**config.mk**
```make
export PLATFORM = sky130hd
export DESIGN_NAME = term_cmd_encoder
export DESIGN_NICKNAME = d
export VERILOG_FILES = /design/src/rtl/term_cmd_encoder.sv
export SDC_FILE = /design/constraint.sdc
export NUM_CORES = 1
export LEC_CHECK = 0
export CAP_MARGIN = 20
export CELL_PAD_IN_SITES_DETAIL_PLACEMENT = 2
export CELL_PAD_IN_SITES_GLOBAL_PLACEMENT = 2
export CORE_UTILIZATION = 25
export CTS_BUF_LIST = sky130_fd_sc_hd__clkbuf_8 sky130_fd_sc_hd__clkbuf_16
export DETAILED_ROUTE_END_ITERATION = 16
export PLACE_DENSITY_LB_ADDON = 0.2
export RECOVER_POWER = 50
export SKIP_LAST_GASP = 1
export SLEW_MARGIN = 25
export SYNTH_ARGS = -nofsm -noshare
export SYNTH_HDL_FRONTEND = slang
export SYNTH_SLANG_ARGS = --single-unit
```
**constraint.sdc**
```tcl
create_clock -name clk -period 9.6 [get_ports clk]
set_clock_uncertainty 0.05 [all_clocks]
set_input_delay 0.96 -clock clk [delete_from_list [all_inputs] [get_ports clk]]
set_output_delay 0.96 -clock clk [all_outputs]
set_load 0.005 [all_outputs]
```
**src/rtl/term_cmd_encoder.sv**
```systemverilog
// term_cmd_encoder: parses "<letter> [spaces] <digits> CR" lines into one-hot op_code/operand strobes
module term_cmd_encoder #(
    parameter int MAX_DIGITS = 3,
    parameter int OPCODE_W = 11
) (
    input  logic                clk,
    input  logic                rst,
    input  logic [7:0]          rx_data,
    input  logic                rx_valid,
    output logic                rx_ready,
    output logic [OPCODE_W-1:0] op_code,
    output logic [7:0]          a,
    output logic                cmd_valid,
    output logic                err
);
    localparam int CW = $clog2(MAX_DIGITS + 1);
    localparam int IW = $clog2(OPCODE_W);
    localparam logic [7:0] LAST = 8'(8'h41 + OPCODE_W - 1);
    typedef enum logic [1:0] {IDLE, DIGITS, ISSUE, DISCARD} state_t;
    state_t state, state_n;
    logic [IW-1:0] idx, idx_n;
    logic [7:0] acc, acc_n, a_n;
    logic [CW-1:0] cnt, cnt_n;
    logic [11:0] acc_x;
    logic [OPCODE_W-1:0] op_n;
    logic take, is_letter, is_digit, is_cr, is_lf, is_sp, dig_ok, err_n, cv_n, rdy_n;
    assign take = rx_valid && rx_ready;
    assign is_letter = rx_data >= 8'h41 && rx_data <= LAST;
    assign is_digit = rx_data >= 8'h30 && rx_data <= 8'h39;
    assign is_cr = rx_data == 8'h0d;
    assign is_lf = rx_data == 8'h0a;
    assign is_sp = rx_data == 8'h20;
    // Wide enough that acc*10+9 never wraps for any 8-bit acc
    assign acc_x = 12'(acc) * 12'd10 + 12'(rx_data - 8'h30);
    assign dig_ok = acc_x <= 12'd255 && cnt != CW'(MAX_DIGITS);
    always_ff @(posedge clk or posedge rst) begin
        if (rst) begin
            state <= IDLE;
            idx <= '0;
            acc <= '0;
            cnt <= '0;
            op_code <= '0;
            a <= '0;
            cmd_valid <= 1'b0;
            err <= 1'b0;
            rx_ready <= 1'b1;
        end else begin
            state <= state_n;
            idx <= idx_n;
            acc <= acc_n;
            cnt <= cnt_n;
            op_code <= op_n;
            a <= a_n;
            cmd_valid <= cv_n;
            err <= err_n;
            rx_ready <= rdy_n;
        end
    end
    always_comb begin
        state_n = state;
        idx_n = idx;
        acc_n = acc;
        cnt_n = cnt;
        err_n = 1'b0;
        if (state == ISSUE)
            state_n = IDLE;
        else if (take)
            case (state)
                IDLE:
                    if (is_letter) begin
                        state_n = DIGITS;
                        idx_n = IW'(rx_data - 8'h41);
                        acc_n = '0;
                        cnt_n = '0;
                    end else if (!is_cr && !is_lf) begin
                        state_n = DISCARD;
                        err_n = 1'b1;
                    end
                DIGITS:
                    if (is_digit && dig_ok) begin
                        acc_n = acc_x[7:0];
                        cnt_n = cnt + 1'b1;
                    end else if (is_cr)
                        state_n = ISSUE;
                    else if (!(is_sp && cnt == '0)) begin
                        state_n = DISCARD;
                        err_n = 1'b1;
                    end
                DISCARD: state_n = is_cr ? IDLE : DISCARD;
                default: ;
            endcase
    end
    always_comb begin
        rdy_n = state_n != ISSUE;
        cv_n = state == DIGITS && state_n == ISSUE;
        op_n = cv_n ? OPCODE_W'(1) << idx : '0;
        a_n = cv_n ? acc : a;
    end
endmodule

```
### Yosys cells after proc, flatten, opt, wreduce, memory -nomap -nowiden

Index checks and enable logic that the tools add are counted.

| word-level totals | value |
|---|---|
| flip-flop bits (word level) | 38 |
| logic and storage cells | 71 |

| operators by class | value |
|---|---|
| add/subtract/negate cells | 4 |
| multiply operators | 1 |
| $lt $le $gt $ge | 5 |
| eq/ne operators | 11 |
| shift-type cells | 1 |
| muxes and demuxes | 24 |
| bitwise operators | 1 |
| reduce and logical (&&, ||, !) cells | 15 |

Operator list:

| kind | count |
|---|---|
| $mux 2 | 10 |
| $eq 8x4->1 const B | 2 |
| $mux 8 | 2 |
| $pmux 8 s2 | 1 |
| $add 12x12->12 | 1 |
| $le 12x8->1 const B | 1 |
| $mul 8x3->11 const B | 1 |
| $mux 11 | 1 |
| $shl 1x4->11 const A | 1 |
| $sub 8x6->9 const B | 1 |
| $eq 8x6->1 const B | 1 |
| $ge 8x6->1 const B | 1 |
| $ge 8x7->1 const B | 1 |
| $le 8x6->1 const B | 1 |
| $le 8x7->1 const B | 1 |
| $logic_and 1x1->1 | 8 |
| $ne 2x2->1 const B | 4 |
| $mux 1 | 7 |
| $eq 2x2->1 const B | 3 |
| $pmux 2 s3 | 1 |
| $reduce_and 5->1 | 1 |
| $logic_not 2->1 | 2 |
| $pmux 2 s2 | 1 |
| $reduce_and 4->1 | 1 |
| 7 further kinds | 8 |

### Logic depth before layout (Yosys ltp)

| logic depth | value |
|---|---|
| depth in word-level cells | 12 |
| gate-level depth with buffers | 18 |
| depth with buffers taken out | 17 |

### Least setup slack after synthesis

OpenSTA, ideal clock, no wires.

| timing | value |
|---|---|
| kind | register -> register |
| start | reg acc[1] |
| end | reg a[0] |
| data arrival time | 3652 ps |
| data required time | 9425 ps |
| slack | 5773 ps |
| cell stages (with the launch flop) | 17 |
| period minus slack after synthesis | 3827 ps |
| cells stage by stage | dfrtp_1 ha_1 ha_1 inv_1 fa_1 nor2b_1 o21ai_0 nand2b_1 xor2_1 ha_1 nand2_1 o21ai_0 nor2_2 nor4b_2 nor4_4 o31ai_4 mux2_2 |

| between the ends | value |
|---|---|
| word-level cells in the longest chain between the ends | 11 |

RTL lines:

| element | line | source |
|---|---|---|
| start, declared | 22 | `logic [7:0] acc, acc_n, a_n;` |
| start signal, assigned | 50 | `acc <= acc_n;` |
| $mul 8x3->11 | 34 | `assign acc_x = 12'(acc) * 12'd10 + 12'(rx_data - 8'h30);` |
| $add 12x12->12 | 34 |  |
| $le 12x8->1 | 35 | `assign dig_ok = acc_x <= 12'd255 && cnt != CW'(MAX_DIGITS);` |
| $logic_and 1x1->1 | 35 |  |
| $logic_and 1x1->1 | 80 | `if (is_digit && dig_ok) begin` |
| $mux 2 | 80 |  |
| $pmux 2 s3 | 68 | `case (state)` |
| $mux 2 | 67 | `else if (take)` |
| $mux 2 | 65 | `if (state == ISSUE)` |
| $eq 2x2->1 | 95 | `cv_n = state == DIGITS && state_n == ISSUE;` |
| $logic_and 1x1->1 | 95 |  |
| end signal, assigned | 53 | `a <= a_n;` |
| end, declared | 12 | `output logic [7:0] a,` |

Every way passes these cells.
A chain may end at the register's enable or synchronous reset.

### Worst setup path in the final report

| timing | value |
|---|---|
| start | reg acc[1] |
| end | reg op_code[2] |

| between the ends | value |
|---|---|
| word-level cells in the longest chain between the ends | 12 |

RTL lines:

| element | line | source |
|---|---|---|
| $mul 8x3->11 | 34 |  |
| $add 12x12->12 | 34 |  |
| $le 12x8->1 | 35 |  |
| $logic_and 1x1->1 | 35 |  |
| $logic_and 1x1->1 | 80 |  |
| $mux 2 | 80 |  |
| $pmux 2 s3 | 68 |  |
| $mux 2 | 67 |  |
| $mux 2 | 65 |  |
| $eq 2x2->1 | 95 |  |
| $logic_and 1x1->1 | 95 |  |
| $mux 11 | 96 | `op_n = cv_n ? OPCODE_W'(1) << idx : '0;` |
| via op_n[2] | 25 | `logic [OPCODE_W-1:0] op_n;` |
| end signal, assigned | 52 | `op_code <= op_n;` |
| end, declared | 11 | `output logic [OPCODE_W-1:0] op_code,` |

The timed path passes the listed nets, and every way through them passes these cells.

==> impl_metrics.tcl <==
set metrics [dict create \
    worstSetupPathType "flop to flop" \
    synth_common_cells "37 x dfrtp_1, 30 x ha_1, 27 x nand2_1, 18 x inv_1, 15 x a21oi_1" \
    crit_chain "ha_1 -> ha_1 -> inv_1 -> fa_1 -> nor2b_1 -> o21ai_0 -> nand2b_1 -> xor2_1 -> ha_1 -> a21oi_1 -> o21ai_0 -> o21ai_1 -> nor2_1 -> nor4_4 -> o31ai_2 -> buf_4 -> a2111oi_0" \
    core.rowCount 37 \
    internal_power_w 0.000299 \
    slowest_delay_ps 570 \
    synth_cell_types 53 \
    crit_path_start_kind "flop" \
    fill_cells 1174 \
    clock_sinks 38 \
    cellLeakagePower_nw 1.48 \
    finalCritPeriodShare_pct 49.0 \
    whs_ps 455 \
    hold_class "flop to flop" \
    place_hpwl_um 5840 \
    irDropWorstVdd_v 0.0000617 \
    antenna_found_initial 0 \
    path_max_fanout 14 \
    p_per_area_nw_per_um2 139 \
    drc_errors 0 \
    fin_crit_ps 4700 \
    final_max_slew_viol_count 39 \
    status "finished, violations left" \
    clk_pin_slew_ps 80 \
    die_w_um 107 \
    synth.most_common_cell "dfrtp_1" \
    synth_top_area_cell "dfrtp_1" \
    ant_nets 0 \
    pin_count 33 \
    p_clk_share_pct 25.4 \
    crit_path_top_delay_cell "nor4_4" \
    setup_violations 0 \
    synth_edf_count 0 \
    tightest_slew_ps 2130 \
    switching_share_pct 34.9 \
    viasPerCell 4.82 \
    end_kind "flop" \
    violations "max-capacitance violations, max-slew violations" \
    avgSynthCellArea_um2 10.2 \
    grt_pass1_wl_um 12100 \
    synth_ff_type "dfrtp_1" \
    wl_um 7250 \
    cts_buffer_depth 2 \
    drt_iter0_markers 48 \
    routed-via-count 2122 \
    cts_tree "yes" \
    grt_pass1_vias 2282 \
    die-height_um 107 \
    numCtsBuffers 5 \
    rsz0062_at_grt "false" \
    finalWeightedCongestion 0.724 \
    final_hold_viol_count 0 \
    path_common_cell "ha_1" \
    cts-resized-gates 0 \
    overflow 0 \
    ctsHoldBuffers 0 \
    clkLatencyLatePin_ps 290 \
    slew_headroom_pct -42.3 \
    syn2layout_area_growth_pct 20.6 \
    synth_area_leaders "dfrtp_1 34%, ha_1 14%, nand2_1 3.7%, mux2i_1 3.7%, a2111oi_2 3.3%" \
    setup_tns_ps 0 \
    design.die.area_um2 11400 \
    async_flop_share_pct 100 \
    drive_gt1_share_pct 13.2 \
    synth-seq-cells 38 \
    cap_violations 1 \
    crit_arrival_ps 4780 \
    grtUsageTotal_pct 13.8 \
    seq_area_frac_synth_pct 34.7 \
    switchingPower_w 0.000160 \
    synth-warning-count 0 \
    htree_levels 2 \
    diodes 0 \
    firstDrtPassIters 4 \
    grt_max_degree 39 \
    io_buffers 32 \
    synth_top_cell_area_share_pct 33.8 \
    cts-root-buf "clkbuf_8" \
    synth_nets 312 \
    netlist_area_um2 2740 \
    post_cts_buffers 0 \
    core_um2 10500 \
    wire_per_inst_um 16.5 \
    p_seq_share_pct 40.6 \
    cp.required_ps 9680 \
    max_freq_ghz 0.213 \
    fin_nets 346 \
    initial_utilization_pct 26.2 \
    syn-instance-count 269 \
    comb_power_share_pct 34.0 \
]
-- state kept, by name, indices dropped and copies added, names as in the netlist --
| name | flops |
|---|---|
| idx | 4 |
| rx_ready | 1 |
| cnt | 2 |
| err | 1 |
| a | 8 |
| cmd_valid | 1 |
| state | 2 |
| op_code | 11 |
| acc | 8 |
-- cell families after synthesis --
logic type | count (synthesis) | synth area share (%)
fa+ha+maj | 32 | 15.2
xor+xnor | 15 | 4.79
simple gates | 74 | 15.4
buf+inv | 26 | 3.97
flops | 38 | 34.7
mux | 18 | 6.94
compound gates | 66 | 18.9
-- worst max-delay path, delay by kind of cell, from the launching register on --
family	cells	cell delay, ps
adders and majority gates	4	1280
AOI/OAI and AO/OA	6	1320
xor gates and xnor gates	1	190
and+or+nand+nor	4	930
buffers and inverters	2	300
DFF	1	480
-- cells in the final DEF (no fill, tap or decap), types with 10 or more instances in the layout --
cell type	synthesis	routed
inv_1	18	18
dlygate4sd3_1	0	12
o21ai_0	14	14
mux2i_1	10	10
xnor2_1	10	10
dfrtp_1	37	37
clkdlybuf4s50_1	0	20
ha_1	30	30
a21oi_1	15	15
nand2_1	27	27
-- power groups by stage --
stage | clock, W | combinational (W) | sequential [W]
2_1_floorplan | 0 | 0.000109 | 0.000185
3_3_place_gp | 0 | 0.000156 | 0.000189
3_5_place_dp | 0 | 0.000159 | 0.000190
4_1_cts | 0.000124 | 0.000160 | 0.000187
5_1_grt | 0.000127 | 0.000176 | 0.000188
6_report | 0.000117 | 0.000156 | 0.000186
-- worst paths after layout --
path,cells past startpoint,end,slack [ps],start
worst max-delay path,17,op_code[2]$_DFF_PP0_,4900,acc[1]$_DFFE_PP0P_
worst min-delay path,1,a[1]$_DFFE_PP0P_,460,a[1]$_DFFE_PP0P_
min in group asynchronous,3,a[3]$_DFFE_PP0P_,1840,rst
worst max register to register,17,op_code[2]$_DFF_PP0_,4900,acc[1]$_DFFE_PP0P_
worst min register to register,1,a[1]$_DFFE_PP0P_,460,a[1]$_DFFE_PP0P_
max in group asynchronous,3,idx[2]$_DFFE_PP0P_,6440,rst
-- metrics by stage --
stage	total power (W)	utilization, %	instance area (um2)	cells	setup WS, ps
3_3_place_gp	0.000345	30.7	3210	432	4790
5_1_grt	0.000491	31.6	3310	440	4520
3_5_place_dp	0.000349	30.7	3210	432	4700
2_1_floorplan	0.000295	-	2740	269	5770
4_1_cts	0.000471	31.6	3310	440	4920
6_report	0.000459	31.6	3310	440	4900
-- per-layer routing --
layer,vias up,GRT usage (%),share of wire [%]
met2,24,22.3,47
li1,1040,-,-
met3,6,1.46,1.4
met1,1052,19.2,50
met4,0,4.40,1.4
met5,-,0,0
-- area by class of cell --
| cell class | instances | area, um2 | area share [%] |
|---|---|---|---|
| multi-input combinational | 205 | 1680 | 50.9 |
| sequential | 38 | 952 | 28.8 |
| timing repair buffer | 35 | 339 | 10.3 |
| tap | 136 | 170 | 5.15 |
| clock buffer | 6 | 82.6 | 2.50 |
| inverter | 18 | 67.6 | 2.04 |
| clock inverter | 2 | 12.5 | 0.379 |
No activity file was read; power rests on OpenSTA's default activity.
